`src/rtl/board_init.sv`:
```
// Board initialiser: clears an N x N board, then drops INIT_TILES tiles on empty cells chosen by a free-running LFSR.
// Optional BOARD_INIT_FOUR_TILE_EN: a placed tile becomes value 2 when LFSR[15:12]==0, otherwise it is value 1.
module board_init #(
    parameter int N          = 4,
    parameter int CELL_W     = 4,
    parameter int INIT_TILES = 2
) (
    input  logic                              clk,
    input  logic                              reset_input,
    input  logic                              start,
    input  logic                              seed_load,
    input  logic [15:0]                       seed,
    output logic                              busy,
    output logic                              done,
    output logic [N*N*CELL_W-1:0]             board_out,
    output logic [$clog2(N*N+1)-1:0]          tiles_placed
);

    localparam int CELLS = N * N;
    localparam int IDXW  = $clog2(CELLS);
    localparam int TPW   = $clog2(CELLS + 1);
    localparam logic [TPW-1:0]  TILES_TGT = TPW'(INIT_TILES);
    localparam logic [15:0]     LFSR_INIT = 16'hACE1;

    typedef enum logic [1:0] {IDLE, CLEAR, PICK, DONE} state_t;

    state_t             state;
    logic [15:0]        lfsr;
    logic [15:0]        lfsr_next;
    logic [IDXW-1:0]    idx;
    logic [CELL_W-1:0]  cand;
    logic [CELL_W-1:0]  tile_val;
    logic [TPW-1:0]     tiles_inc;

    // Taps for x^16+x^14+x^13+x^11+1
    assign lfsr_next = {lfsr[14:0], lfsr[15] ^ lfsr[13] ^ lfsr[12] ^ lfsr[10]};
    assign idx       = lfsr[IDXW-1:0];
    assign cand      = board_out[int'(idx)*CELL_W +: CELL_W];
    assign tiles_inc = tiles_placed + TPW'(1);

    always_comb begin
        tile_val = CELL_W'(1);
`ifdef BOARD_INIT_FOUR_TILE_EN
        if (lfsr[15:12] == 4'h0)
            tile_val = CELL_W'(2);
`endif
    end

    always_ff @(posedge clk or posedge reset_input) begin
        if (reset_input) begin
            state        <= IDLE;
            lfsr         <= LFSR_INIT;
            board_out    <= '0;
            tiles_placed <= '0;
            busy         <= 1'b0;
            done         <= 1'b0;
        end else begin
            lfsr <= lfsr_next;
            case (state)
                IDLE: begin
                    if (seed_load)
                        lfsr <= (seed == 16'h0000) ? LFSR_INIT : seed;
                    if (start) begin
                        state <= CLEAR;
                        busy  <= 1'b1;
                    end
                end
                CLEAR: begin
                    board_out    <= '0;
                    tiles_placed <= '0;
                    state        <= PICK;
                end
                PICK: begin
                    // Occupied candidate: no write, the next LFSR value is tried next cycle
                    if (cand == '0) begin
                        board_out[int'(idx)*CELL_W +: CELL_W] <= tile_val;
                        tiles_placed <= tiles_inc;
                        if (tiles_inc == TILES_TGT) begin
                            state <= DONE;
                            busy  <= 1'b0;
                            done  <= 1'b1;
                        end
                    end
                end
                DONE: begin
                    done  <= 1'b0;
                    state <= IDLE;
                end
                default: state <= IDLE;
            endcase
        end
    end

endmodule

```
`config.mk`:
```
export PLATFORM = sky130hd
export DESIGN_NAME = board_init
export DESIGN_NICKNAME = d
export VERILOG_FILES = /design/src/rtl/board_init.sv
export SDC_FILE = /design/constraint.sdc
export NUM_CORES = 1
export LEC_CHECK = 0
export CAP_MARGIN = 10
export CELL_PAD_IN_SITES_DETAIL_PLACEMENT = 1
export CELL_PAD_IN_SITES_GLOBAL_PLACEMENT = 2
export CORE_MARGIN = 2
export CORE_UTILIZATION = 27
export DETAILED_ROUTE_END_ITERATION = 10
export PLACE_DENSITY = 0.87
export SLEW_MARGIN = 0
export SYNTH_ARGS = -nofsm -noshare
export SYNTH_HDL_FRONTEND = slang
export SYNTH_SLANG_ARGS = --single-unit
```
`constraint.sdc`:
```
create_clock -name clk -period 2.65 [get_ports clk]
set_input_delay 0.3975 -clock clk [delete_from_list [all_inputs] [get_ports clk]]
set_output_delay 0.3975 -clock clk [all_outputs]
set_load 0.1 [all_outputs]
```
# Yosys cells after proc, flatten, opt, wreduce, memory -nomap -nowiden
# Cells that the tools add are included.
dict set report totals {
  register_bits 89
  input_bits 20
  output_inout_bits 71
  elab_cells 50
}
dict set report classes {
  n_addsub 2
  n_eq_ne 7
  shift 3
  muxes 19
  bitwise 3
  reduce_logical 10
}
# cell n
set ops {}
lappend ops {{64-bit one-hot mux with 2 select lines} 1}
lappend ops {{64-bit bitwise mux} 1}
lappend ops {{64-bit two-way mux} 1}
lappend ops {{4-bit by 33-bit variable shift with 64-bit output (first input constant)} 1}
lappend ops {{4-bit by 33-bit indexed part select with 64-bit output (first input constant)} 1}
lappend ops {{64-bit by 7-bit indexed part select with 4-bit output} 1}
lappend ops {{16-bit two-way mux} 3}
lappend ops {{6-bit negator with 33-bit output} 1}
lappend ops {{16-bit zero test} 1}
lappend ops {{5-bit one-hot mux with 2 select lines} 1}
lappend ops {{2-bit one-hot mux with 4 select lines} 1}
lappend ops {{2-bit two-way mux} 3}
lappend ops {{2-bit inequality test (second input constant)} 3}
lappend ops {{3-bit AND reduction} 2}
lappend ops {{2-bit nonzero test} 3}
lappend ops {{5-bit by 1-bit adder with 5-bit output (second input constant)} 1}
lappend ops {{5-bit by 2-bit equality test with 1-bit output (second input constant)} 1}
lappend ops {{1-bit two-way mux} 5}
lappend ops {{5-bit two-way mux} 1}
lappend ops {{2-bit equality test (second input constant)} 2}
lappend ops {{4-bit zero test} 1}
lappend ops {{1-bit one-hot mux with 2 select lines} 2}
lappend ops {{4-bit AND reduction} 1}
lappend ops {{1-bit bitwise XOR} 3}
lappend ops {{other kinds (3)} 3}

# Depth between registers and ports, before layout
# Gate-level depths: netlist of run 1.
dict set report depth {
  word_depth 5
  depth_mapped 8
  ltp_nobuf 7
}

# Worst setup path before layout of run 1
# Ideal clock, no wire load.
dict set report synth_timing {
  path_kind {register to register}
  from {register tiles_placed[0]}
  to {register busy}
  setup_ns 0.129
  arrival_time_ns 2.365
  required_time_ns 2.521
  path_slack_ns 0.156
  stages_incl_launch_ff 7
  path_buffers 0
  period_less_slack_ns 2.494
  cell_sequence {dfrtp_1 > ha_1 > a21boi_1 > a21oi_1 > o31ai_1 > nand4_1 > o2bb2ai_1}
}
dict set report synth_via {
  elab_chain_len 4
}
# item line_no
set synth_rtl {}
lappend synth_rtl {{start, declared} 16} ;# output logic [$clog2(N*N+1)-1:0] tiles_placed
lappend synth_rtl {{start signal, assigned} 77} ;# tiles_placed <= tiles_inc;
lappend synth_rtl {{5-bit by 1-bit adder with 5-bit output} 39} ;# assign tiles_inc = tiles_placed + TPW'(1);
lappend synth_rtl {{5-bit by 2-bit equality test with 1-bit output} 78} ;# if (tiles_inc == TILES_TGT) begin
lappend synth_rtl {{2-bit inequality test (no line)} -}
lappend synth_rtl {{4-bit AND reduction (no line)} -}
lappend synth_rtl {{end signal, assigned} 55} ;# busy <= 1'b0;
lappend synth_rtl {{end signal, assigned} 65} ;# busy <= 1'b1;
lappend synth_rtl {{end signal, assigned} 80} ;# busy <= 1'b0;
lappend synth_rtl {{end, declared} 13} ;# output logic busy,
# Every way passes these cells.
# A chain may end at the register's enable or synchronous reset.

# Worst setup path in the final report of run 1
dict set report layout_timing {
  from {register lfsr[0]}
  to {register board_out[60]}
}
dict set report layout_via {
  elab_chain_len 5
  elab_cells_between_ends 10
  cone_classes {1 x add/sub; 1 x eq/ne; 3 x shift; 3 x mux; 2 x reduce/logical}
}
# item line_no
set layout_rtl {}
lappend layout_rtl {{start, declared} 28} ;# logic [15:0] lfsr;
lappend layout_rtl {{start signal, assigned} 58} ;# lfsr <= lfsr_next;
lappend layout_rtl {{start signal, assigned} 62} ;# lfsr <= (seed == 16'h0000) ? LFSR_INIT : seed;
lappend layout_rtl {{6-bit negator with 33-bit output} 76} ;# board_out[int'(idx)*CELL_W +: CELL_W] <= tile_val;
lappend layout_rtl {{4-bit by 33-bit indexed part select with 64-bit output / 4-bit by 33-bit variable shift with 64-bit output (equally long branches)} 76}
lappend layout_rtl {{64-bit bitwise mux} 76}
lappend layout_rtl {{64-bit two-way mux} 75} ;# if (cand == '0) begin
lappend layout_rtl {{64-bit one-hot mux with 2 select lines} 59} ;# case (state)
lappend layout_rtl {{end signal, assigned by index} 76}
lappend layout_rtl {{end, declared} 15} ;# output logic [N*N*CELL_W-1:0] board_out,
# Parallel ways exist; a longest one is shown, timed or not. The select of a mux whose other input is x is not followed.

==> impl_metrics.csv, run 1 <==
group,metric,value,unit
setup_path,path_cells,"mux4_1 > a22oi_2 > nand2_4 > nor4_2 > mux2i_1",
status,status,"finished clean",
timing,finalCritPeriodShare,93.2,%
logic_synthesis,netlist_instances,284,
cells_and_area,fin_util,32.2,%
timing,fmax,405,MHz
cts,cts_tree,"yes",
cts,cts.sinks,41,
placed_design,io_buffers,42,
timing,period_needed,2.47,ns
floorplan,fp.dieH,104,um
timing,tns,0,ns
setup_path,rr_worst_depth,5,
logic_synthesis,synth_compound_area_share,12.3,%
setup_path,required,2.87,ns
cts,cts_max_level,2,
setup_path,worst-setup-path-type,"flip-flop to flip-flop",
logic_synthesis,netlist-cell-type-count,50,
placed_design,dp_cells,452,
timing,rsz0062_at_grt,"no",
cells_and_area,num-nets-final,356,
cells_and_area,antenna_cells,0,
floorplan,start_util,27.8,%
logic_synthesis,synth_top_area_cell,"dfrtp_1",
logic_synthesis,netlist_area,2710,um2
logic_synthesis,yosys_warnings,0,
setup_path,cp_max_fo,13,
cts,cts-root-buf,"clkbuf_8",
timing,final_hold_viol_count,0,
cts,cts_resized,0,
setup_path,worst_r2r_endpoint,"board_out[60]",
setup_path,cp-endpoint,"board_out[60]",
grt,grt_pass1_vias,2148,
floorplan,ios,91,
detailed_routing,routedWlPerCell,14.5,um
setup_path,regToRegSetupSlack,0.18,ns
logic_synthesis,synth.mux.area_fraction,6.78,%
setup_path,critPathMaxStageDelay,0.71,ns
cts,cts_buffers,5,
setup_path,crit_arrival,2.69,ns
power_and_ir_drop,ir_drop,0.547,mV
timing,slew_headroom,61.2,%
logic_synthesis,yosys.area_share.xor_xnor,1.29,%
setup_path,rr_startpoint,"lfsr[0]",
hold_path,hold_path_class,"flip-flop to flip-flop",
logic_synthesis,ys_ff_latch,41,
logic_synthesis,synth_top_family_by_area,"simple AND/OR/NAND/NOR gates",
power_and_ir_drop,total_power,0.00428,W
timing,tightest_slew,0.582,ns
floorplan,num_rows,36,
floorplan,die_area,10900,um2
cells_and_area,nFillCells,1165,
grt,grt_first_pass_wirelength,11400,um
cts,clockBufferDepth,2,
power_and_ir_drop,p_leak,1.40,nW
cells_and_area,drive_gt1_share,18.3,%
grt,antenna_found_initial,0,
timing,setup_viol,0,
logic_synthesis,synth_top_area_share,30.4,%
power_and_ir_drop,powerDensity,1360,nW/um2
cells_and_area,multi_input_area,1420,um2
logic_synthesis,synthAdderAreaFrac,4.61,%
setup_path,cp-start-kind,"flip-flop",
cts,cts_hold_buffers,0,
placed_design,gp_congestion,0.812,
logic_synthesis,yosys-top-cells-area,"dfrtp_1 (30%), buf_4 (13%), dfstp_2 (7.7%)",
cts,clkTransAtPathRegs,0.08,ns
timing,slew_violations,0,
cts,post_cts_buffers,0,
cts,clk-insertion-delay-late,0.30,ns
cells_and_area,regArea,1040,um2
detailed_routing,viasPerCell,4.46,
logic_synthesis,ys_seq_area_share,38.2,%
detailed_routing,finalWirelength,6690,um
detailed_routing,dr.pass1.iters,4,
placed_design,place_hpwl,5090,um
setup_path,end_kind,"flip-flop",
detailed_routing,drt-initial-drc-count,50,
detailed_routing,ant_nets,0,
floorplan,coreArea,9770,um2
setup_path,crit_path_top_delay_cell,"dfstp_4",
detailed_routing,drc_errors,0,
timing,fin_worst_skew,0.00595,ns
setup_path,crit_start,"lfsr[0]",
cells_and_area,area_growth,16.0,%
detailed_routing,vias,2053,
grt,grt_max_degree,42,
grt,grt_overflow,0,
grt,grt_use_total,13.0,%
logic_synthesis,synth.avg_cell_area,9.55,um2
logic_synthesis,synthSimpleGateAreaFrac,19.9,%
job,drv_cap,0,
timing,hold_ws,0.467,ns
floorplan,die_w,104,um
cells_and_area,stdcell_count,460,
registers in the layout (all words and copies together), names as in the netlist:
name,count
board_out,16
lfsr,16
tiles_placed,5
state,2
busy,1
done,1
placed cells by master (no fill, tap or decap), drive strengths merged, types with 3 or more instances in the layout:
master	count
conb	48
and2	4
nor2b	6
dfstp	8
dfrtp	33
mux4	4
mux2i	9
o21ai	10
nand2b	5
nor2	7
a21oi	8
inv	9
nor4	14
clkbuf	6
nand2	47
clkdlybuf4s50	19
ha	10
o211ai	3
nand4	3
buf	29
nand3	5
o22a	7
logic make-up (layout without fill, tap and decap cells):
kind of cell,Yosys count,count (layout)
and+or+nand+nor,100,100
buffers and inverters,69,65
AOI/OAI and AO/OA,46,46
DFF,41,41
muxes,13,13
adders and majority gates,10,10
xor gates and xnor gates,4,4
other,1,48
Yosys cell counts (all sizes together):
master   instances
nand4            3
nand3b           2
a211oi           1
a22oi            2
nand2           47
buf             53
a41o             1
or4              1
a41oi            2
o21a             2
inv              9
a22o             2
dfrtp           33
or2              1
and3             1
a21boi           1
xnor2            2
o22a             7
conb             1
nor3             2
a31oi            1
o211ai           3
mux4             4
o2bb2ai          1
a21o             2
mux2i            9
nand2b           5
o31ai            2
a21oi            8
nor2             7
clkbuf           7
nand3            5
nand4b           2
xor2             2
nor4            14
nor2b            6
ha              10
o21ai           10
o22ai            1
and2             4
dfstp            8
how the worst min path moves through the flow:
stage | from | end | slack, ns | cells after the start
2_1_floorplan | lfsr[8] | lfsr[9] | 0.42 | 2
3_3_place_gp | lfsr[8] | lfsr[9] | 0.44 | 2
3_5_place_dp | lfsr[8] | lfsr[9] | 0.47 | 2
4_1_cts | lfsr[8] | lfsr[9] | 0.48 | 2
5_1_grt | lfsr[7] | lfsr[8] | 0.50 | 2
6_report | lfsr[8] | lfsr[9] | 0.47 | 2
where the power goes:
group | internal [W] | switching [W] | total, W
clock | 0.000183 | 0.000225 | 0.000407
sequential | 0.000924 | 0.000266 | 0.00119
combinational | 0.000739 | 0.00194 | 0.00268
total | 0.00185 | 0.00243 | 0.00428
routing by layer:
| metal | vias up | wire [um] | track usage, % |
|---|---|---|---|
| li1 | 971 | - | - |
| met1 | 1031 | 3010 | 16.1 |
| met2 | 46 | 3370 | 23.0 |
| met3 | 5 | 237 | 2.63 |
| met4 | 0 | 71 | 3.47 |
| met5 | - | 0 | 0 |
stage by stage:
step	worst slack, ns	cell area [um2]
2_1_floorplan	0.156	2890
3_3_place_gp	0.184	3040
3_5_place_dp	0.0770	3040
4_1_cts	0.0617	3120
5_1_grt	0.0280	3150
6_report	0.181	3150
final cells by class:
class,count,share of cell area (%)
Multi-Input combinational cell,221,45.0
Sequential cell,41,33.0
Timing Repair Buffer,48,13.0
Tap cell,133,5.29
Clock buffer,6,2.31
Inverter,9,1.07
Clock inverter,2,0.318
critical path, delay by kind of cell (launching register included):
family | cells | cell delay, ns
compound gates | 1 | 0.29
flops | 1 | 0.71
simple gates | 2 | 0.55
mux | 2 | 0.82
Note: power is estimated with default switching activity, not from simulation.
==> inputs of run 2 (changes only) <==
- CTS_CLUSTER_SIZE: not set -> 8
- clock period: 2.65 -> 2.5 ns (I/O delays scaled with it)
==> impl_metrics.csv, run 2 (synthesized netlist as in run 1, its figures left out) <==
group,metric,value,unit
power_and_ir_drop,clkPwrFrac,12.1,%
detailed_routing,ant_nets,0,
cts,clkTransAtPathRegs,0.09,ns
timing,tightest_slew,0.592,ns
floorplan,start_util,27.8,%
cts,clockBufferDepth,2,
cells_and_area,antenna_cells,0,
floorplan,coreArea,9770,um2
cts,cts.sinks,41,
cts,cts_max_level,2,
cts,cts_hold_buffers,0,
setup_path,crit_start,"lfsr[0]",
setup_path,rr_startpoint,"lfsr[0]",
detailed_routing,viasPerCell,4.44,
job,drv_cap,0,
grt,gr-usage-met2,21.3,%
power_and_ir_drop,powerDensity,1470,nW/um2
power_and_ir_drop,swShare,54.9,%
floorplan,ios,91,
timing,final_hold_viol_count,0,
setup_path,cp_max_fo,10,
power_and_ir_drop,p_int,0.00213,W
timing,fin_worst_skew,0.0108,ns
timing,finalCritPeriodShare,92.8,%
timing,slew_violations,0,
cells_and_area,drive_gt1_share,19.5,%
grt,met1_usage,16.7,%
setup_path,crit_arrival,2.55,ns
detailed_routing,dr.pass1.iters,4,
cts,clk-insertion-delay-late,0.30,ns
placed_design,io_buffers,42,
grt,busiest_layer,"met2",
power_and_ir_drop,p_leak,1.44,nW
hold_path,hold_path_class,"flip-flop to flip-flop",
cts,cts_buffers,5,
detailed_routing,finalWirelength,6750,um
grt,antenna_found_initial,0,
floorplan,num_rows,36,
floorplan,die_area,10900,um2
timing,rsz0062_at_grt,"no",
grt,grt_pass1_vias,2131,
floorplan,die_w,104,um
grt,grt_use_total,12.6,%
status,status,"finished clean",
detailed_routing,vias,2068,
detailed_routing,routedWlPerCell,14.5,um
cells_and_area,fin_util,32.9,%
detailed_routing,drc_errors,0,
timing,setup_viol,0,
cells_and_area,mostFrequentLayoutCells,"conb_1 (48), nand2_1 (46), buf_4 (34), dfrtp_1 (33), clkdlybuf4s50_1 (19)",
power_and_ir_drop,p_seq_share,26.3,%
power_and_ir_drop,p_comb_share,61.6,%
grt,grt_overflow,0,
grt,grt_max_degree,42,
timing,slew_headroom,60.5,%
cells_and_area,num-nets-final,362,
floorplan,fp.dieH,104,um
cells_and_area,final_common_cell,"conb_1",
timing,fmax,431,MHz
setup_path,end_kind,"flip-flop",
power_and_ir_drop,p_sw,0.00259,W
timing,tns,0,ns
cells_and_area,nFillCells,1166,
detailed_routing,drt-initial-drc-count,55,
cells_and_area,reg_top3,"board_out: 16 flops, lfsr: 16 flops, tiles_placed: 5 flops",
setup_path,worst-setup-path-type,"flip-flop to flip-flop",
cts,cts_tree,"yes",
timing,period_needed,2.32,ns
cts,cts-root-buf,"clkbuf_8",
hold_path,worstHoldStart,"lfsr[8]",
setup_path,cp-start-kind,"flip-flop",
grt,use_met3,2.51,%
placed_design,gp_congestion,0.808,
power_and_ir_drop,ir_drop,0.532,mV
cells_and_area,area_growth,18.5,%
grt,grt_first_pass_wirelength,11200,um
placed_design,place_hpwl,5110,um
setup_path,required,2.73,ns
run 2: changes by cell type in the layout (fill, tap and decap cells not counted), sizes merged:
| cell | previous run | this run |
|---|---|---|
| buf | 29 | 34 |
| bufinv | 0 | 1 |
| clkbuf | 6 | 8 |
| clkinv | 2 | 0 |
run 2: power groups by stage:
| stage | clock network [W] | logic, W | registers (W) |
|---|---|---|---|
| after global routing | 0.000603 | 0.00312 | 0.00129 |
| after floorplan | 0 | 0.00164 | 0.00190 |
| after CTS | 0.000579 | 0.00290 | 0.00125 |
| final | 0.000570 | 0.00290 | 0.00124 |
| after detailed placement | 0 | 0.00289 | 0.00126 |
| after global placement | 0 | 0.00284 | 0.00125 |
run 2: what timing repair did:
item,in CTS,in global routing
gates resized for setup,0,3
hold endpoints to repair,0,0
buffers inserted,0,1
endpoints found under the setup margin,0,9
run 2: stage by stage:
| step | instances | worst slack, ns | hold WS [ns] | power, W | instance area, um2 |
|---|---|---|---|---|---|
| after detailed placement | 457 | 0.0773 | 0.452 | 0.00415 | 3080 |
| after global routing | 466 | 0.0511 | 0.495 | 0.00501 | 3210 |
| after CTS | 465 | 0.0549 | 0.479 | 0.00473 | 3200 |
| after floorplan | 331 | 0.00559 | 0.421 | 0.00353 | 2890 |
| after global placement | 457 | 0.143 | 0.440 | 0.00409 | 3080 |
| final | 466 | 0.180 | 0.464 | 0.00472 | 3210 |
run 2: critical path, cell delays in order, from the launching register on:
cell	delay, ns
dfstp_2	0.63
mux4_1	0.58
a22oi_2	0.27
nand2_4	0.17
nor4_2	0.36
mux2i_1	0.24
run 2: worst paths after layout:
path / to / slack, ns / cells past startpoint
worst max-delay path: board_out[60] / 0.18 / 5
worst max register to register: board_out[60] / 0.18 / 5
worst min register to register: lfsr[9] / 0.46 / 2
min in group asynchronous: lfsr[9] / 0.52 / 3
max in group asynchronous: lfsr[13] / 1.60 / 3
worst min-delay path: lfsr[9] / 0.46 / 2
run 2: routing by layer:
layer	share of wire [%]	wire (um)
met1	45	3050
met2	50	3350
met3	4.3	290
met4	0.90	61
met5	0	0
run 2: cell type report:
cell class	count	area [um2]	area share, %
clock buffers	7	86.3	2.69
multi-input cells	221	1410	43.9
well taps	133	166	5.18
inverters	9	33.8	1.05
repair buffers	54	450	14.0
flip-flops and latches	41	1040	32.2
clock inverters	1	30.0	0.935
==> inputs of run 3 (changes only) <==
- GPL_TIMING_DRIVEN: not set -> 0
==> impl_metrics.csv, run 3 (synthesized netlist as in run 1, its figures left out) <==
group,metric,value,unit
cells_and_area,fin_util,38.2,%
setup_path,end_kind,"flip-flop",
floorplan,die_w,104,um
cts,cts_hold_buffers,0,
cells_and_area,num-nets-final,414,
cts,cts.sinks,41,
cells_and_area,mostFrequentLayoutCells,"buf_4 (53), conb_1 (48), nand2_1 (46), clkdlybuf4s50_1 (42), dfrtp_1 (33)",
floorplan,num_rows,36,
detailed_routing,vias,2238,
status,status,"finished clean",
cts,cts-root-buf,"clkbuf_8",
detailed_routing,viasPerCell,4.32,
grt,grt_use_total,13.2,%
floorplan,start_util,27.8,%
floorplan,fp.dieH,104,um
detailed_routing,finalWirelength,7250,um
cells_and_area,stdcell_count,518,
cells_and_area,final_common_cell,"buf_4",
cts,clkTransAtPathRegs,0.08,ns
grt,antenna_found_initial,0,
power_and_ir_drop,p_leak,1.68,nW
setup_path,worst-setup-path-type,"flip-flop to flip-flop",
timing,fin_worst_skew,0.00714,ns
timing,final_hold_viol_count,0,
cts,clockBufferDepth,2,
power_and_ir_drop,ir_drop,0.578,mV
floorplan,die_area,10900,um2
grt,grt_first_pass_wirelength,11800,um
timing,tightest_slew,1.01,ns
timing,tns,0,ns
grt,grt_pass1_vias,2360,
timing,fmax,407,MHz
grt,grt_max_degree,42,
setup_path,cp_max_fo,8,
timing,period_needed,2.46,ns
floorplan,coreArea,9770,um2
job,drv_cap,0,
hold_path,worstHoldStart,"lfsr[8]",
hold_path,whs_path_depth,2,
hold_path,hold_path_class,"flip-flop to flip-flop",
cts,clk-insertion-delay-late,0.29,ns
setup_path,regToRegSetupSlack,0.04,ns
setup_path,rr_worst_depth,7,
setup_path,worst_r2r_endpoint,"board_out[36]",
setup_path,required,2.72,ns
timing,slew_violations,0,
detailed_routing,ant_nets,0,
timing,setup_viol,0,
floorplan,ios,91,
cells_and_area,reg_top3,"board_out: 16 flops, lfsr: 16 flops, tiles_placed: 5 flops",
timing,hold_ws,0.464,ns
setup_path,rr_startpoint,"lfsr[0]",
cells_and_area,drive_gt1_share,23.6,%
timing,rsz0062_at_grt,"yes",
placed_design,place_hpwl,5370,um
grt,grt_overflow,0,
power_and_ir_drop,powerDensity,1340,nW/um2
cts,cts_max_level,2,
detailed_routing,dr.pass1.iters,5,
cts,cts_buffers,5,
placed_design,io_buffers,42,
detailed_routing,drc_errors,0,
timing,finalCritPeriodShare,98.4,%
setup_path,cp-start-kind,"flip-flop",
detailed_routing,routedWlPerCell,14.0,um
cells_and_area,nFillCells,1166,
cells_and_area,area_growth,37.7,%
placed_design,gp_congestion,0.831,
cells_and_area,antenna_cells,0,
detailed_routing,drt-initial-drc-count,75,
timing,slew_headroom,32.5,%
cts,cts_tree,"yes",
placed_design,dp_cells,506,
hold_path,whs_endpoint,"lfsr[9]",
setup_path,crit_arrival,2.68,ns
==> run 3: changes by cell type in the layout (fill, tap and decap cells not counted), sizes merged <==
cell	before	now
buf	34	58
clkbuf	8	13
clkdlybuf4s50	19	42
==> run 3: worst max path at each step <==
| stage | slack [ns] | start | depth (start not counted) | end |
|---|---|---|---|---|
| detailed placement | 0.004 | lfsr[0] | 7 | busy |
| global route | -0.06 | lfsr[0] | 7 | board_out[4] |
| floorplan | 0.006 | tiles_placed[0] | 6 | busy |
| finish | 0.04 | lfsr[0] | 7 | board_out[36] |
| global placement | 0.04 | lfsr[0] | 7 | busy |
| CTS | 0.01 | lfsr[0] | 7 | board_out[28] |
==> run 3: what timing repair did <==
action	in CTS	in global routing
resized for setup	4	10
pin swaps	1	4
setup buffers	1	4
endpoints found under the setup margin	3	17
cloned	0	1
==> run 3: through the flow <==
stage               total power [W]  setup WS [ns]  area, um2
finish                      0.00500         0.0407       3730
global placement            0.00415         0.0389       3480
detailed placement          0.00421        0.00381       3480
CTS                         0.00484         0.0101       3620
global route                0.00531        -0.0637       3730
floorplan                   0.00353        0.00559       2890
==> run 3: report_power, final <==
group | internal, W | switching, W
Combinational | 0.000996 | 0.00221
Sequential | 0.000973 | 0.000251
Clock | 0.000326 | 0.000238
==> run 3: cell type report <==
cell class / instances / area [um2] / share of cell area (%)
inverters: 9 / 33.8 / 0.905
repair buffers: 48 / 495 / 13.3
clock buffers: 7 / 86.3 / 2.31
flip-flops and latches: 41 / 1040 / 27.7
well taps: 133 / 166 / 4.46
multi-input cells: 221 / 1460 / 39.0
clock inverters: 1 / 30.0 / 0.804
plain buffers: 58 / 430 / 11.5
==> run 3: layer usage <==
metal	vias to the layer above	wire length (um)	share of wire [%]	track usage, %
met3	7	319	4.4	1.88
met2	57	3690	51	24.2
met5	-	0	0	0
met1	1083	3200	44	16.6
met4	0	53	0.73	2.70
li1	1091	-	-	-
==> run 3: critical path, cell delays in order (launching register included) <==
cell	delay (ns)
dfstp_2	0.61
buf_8	0.15
mux4_2	0.54
a22oi_2	0.23
nand2_2	0.14
buf_12	0.18
nor4_2	0.33
mux2i_1	0.21
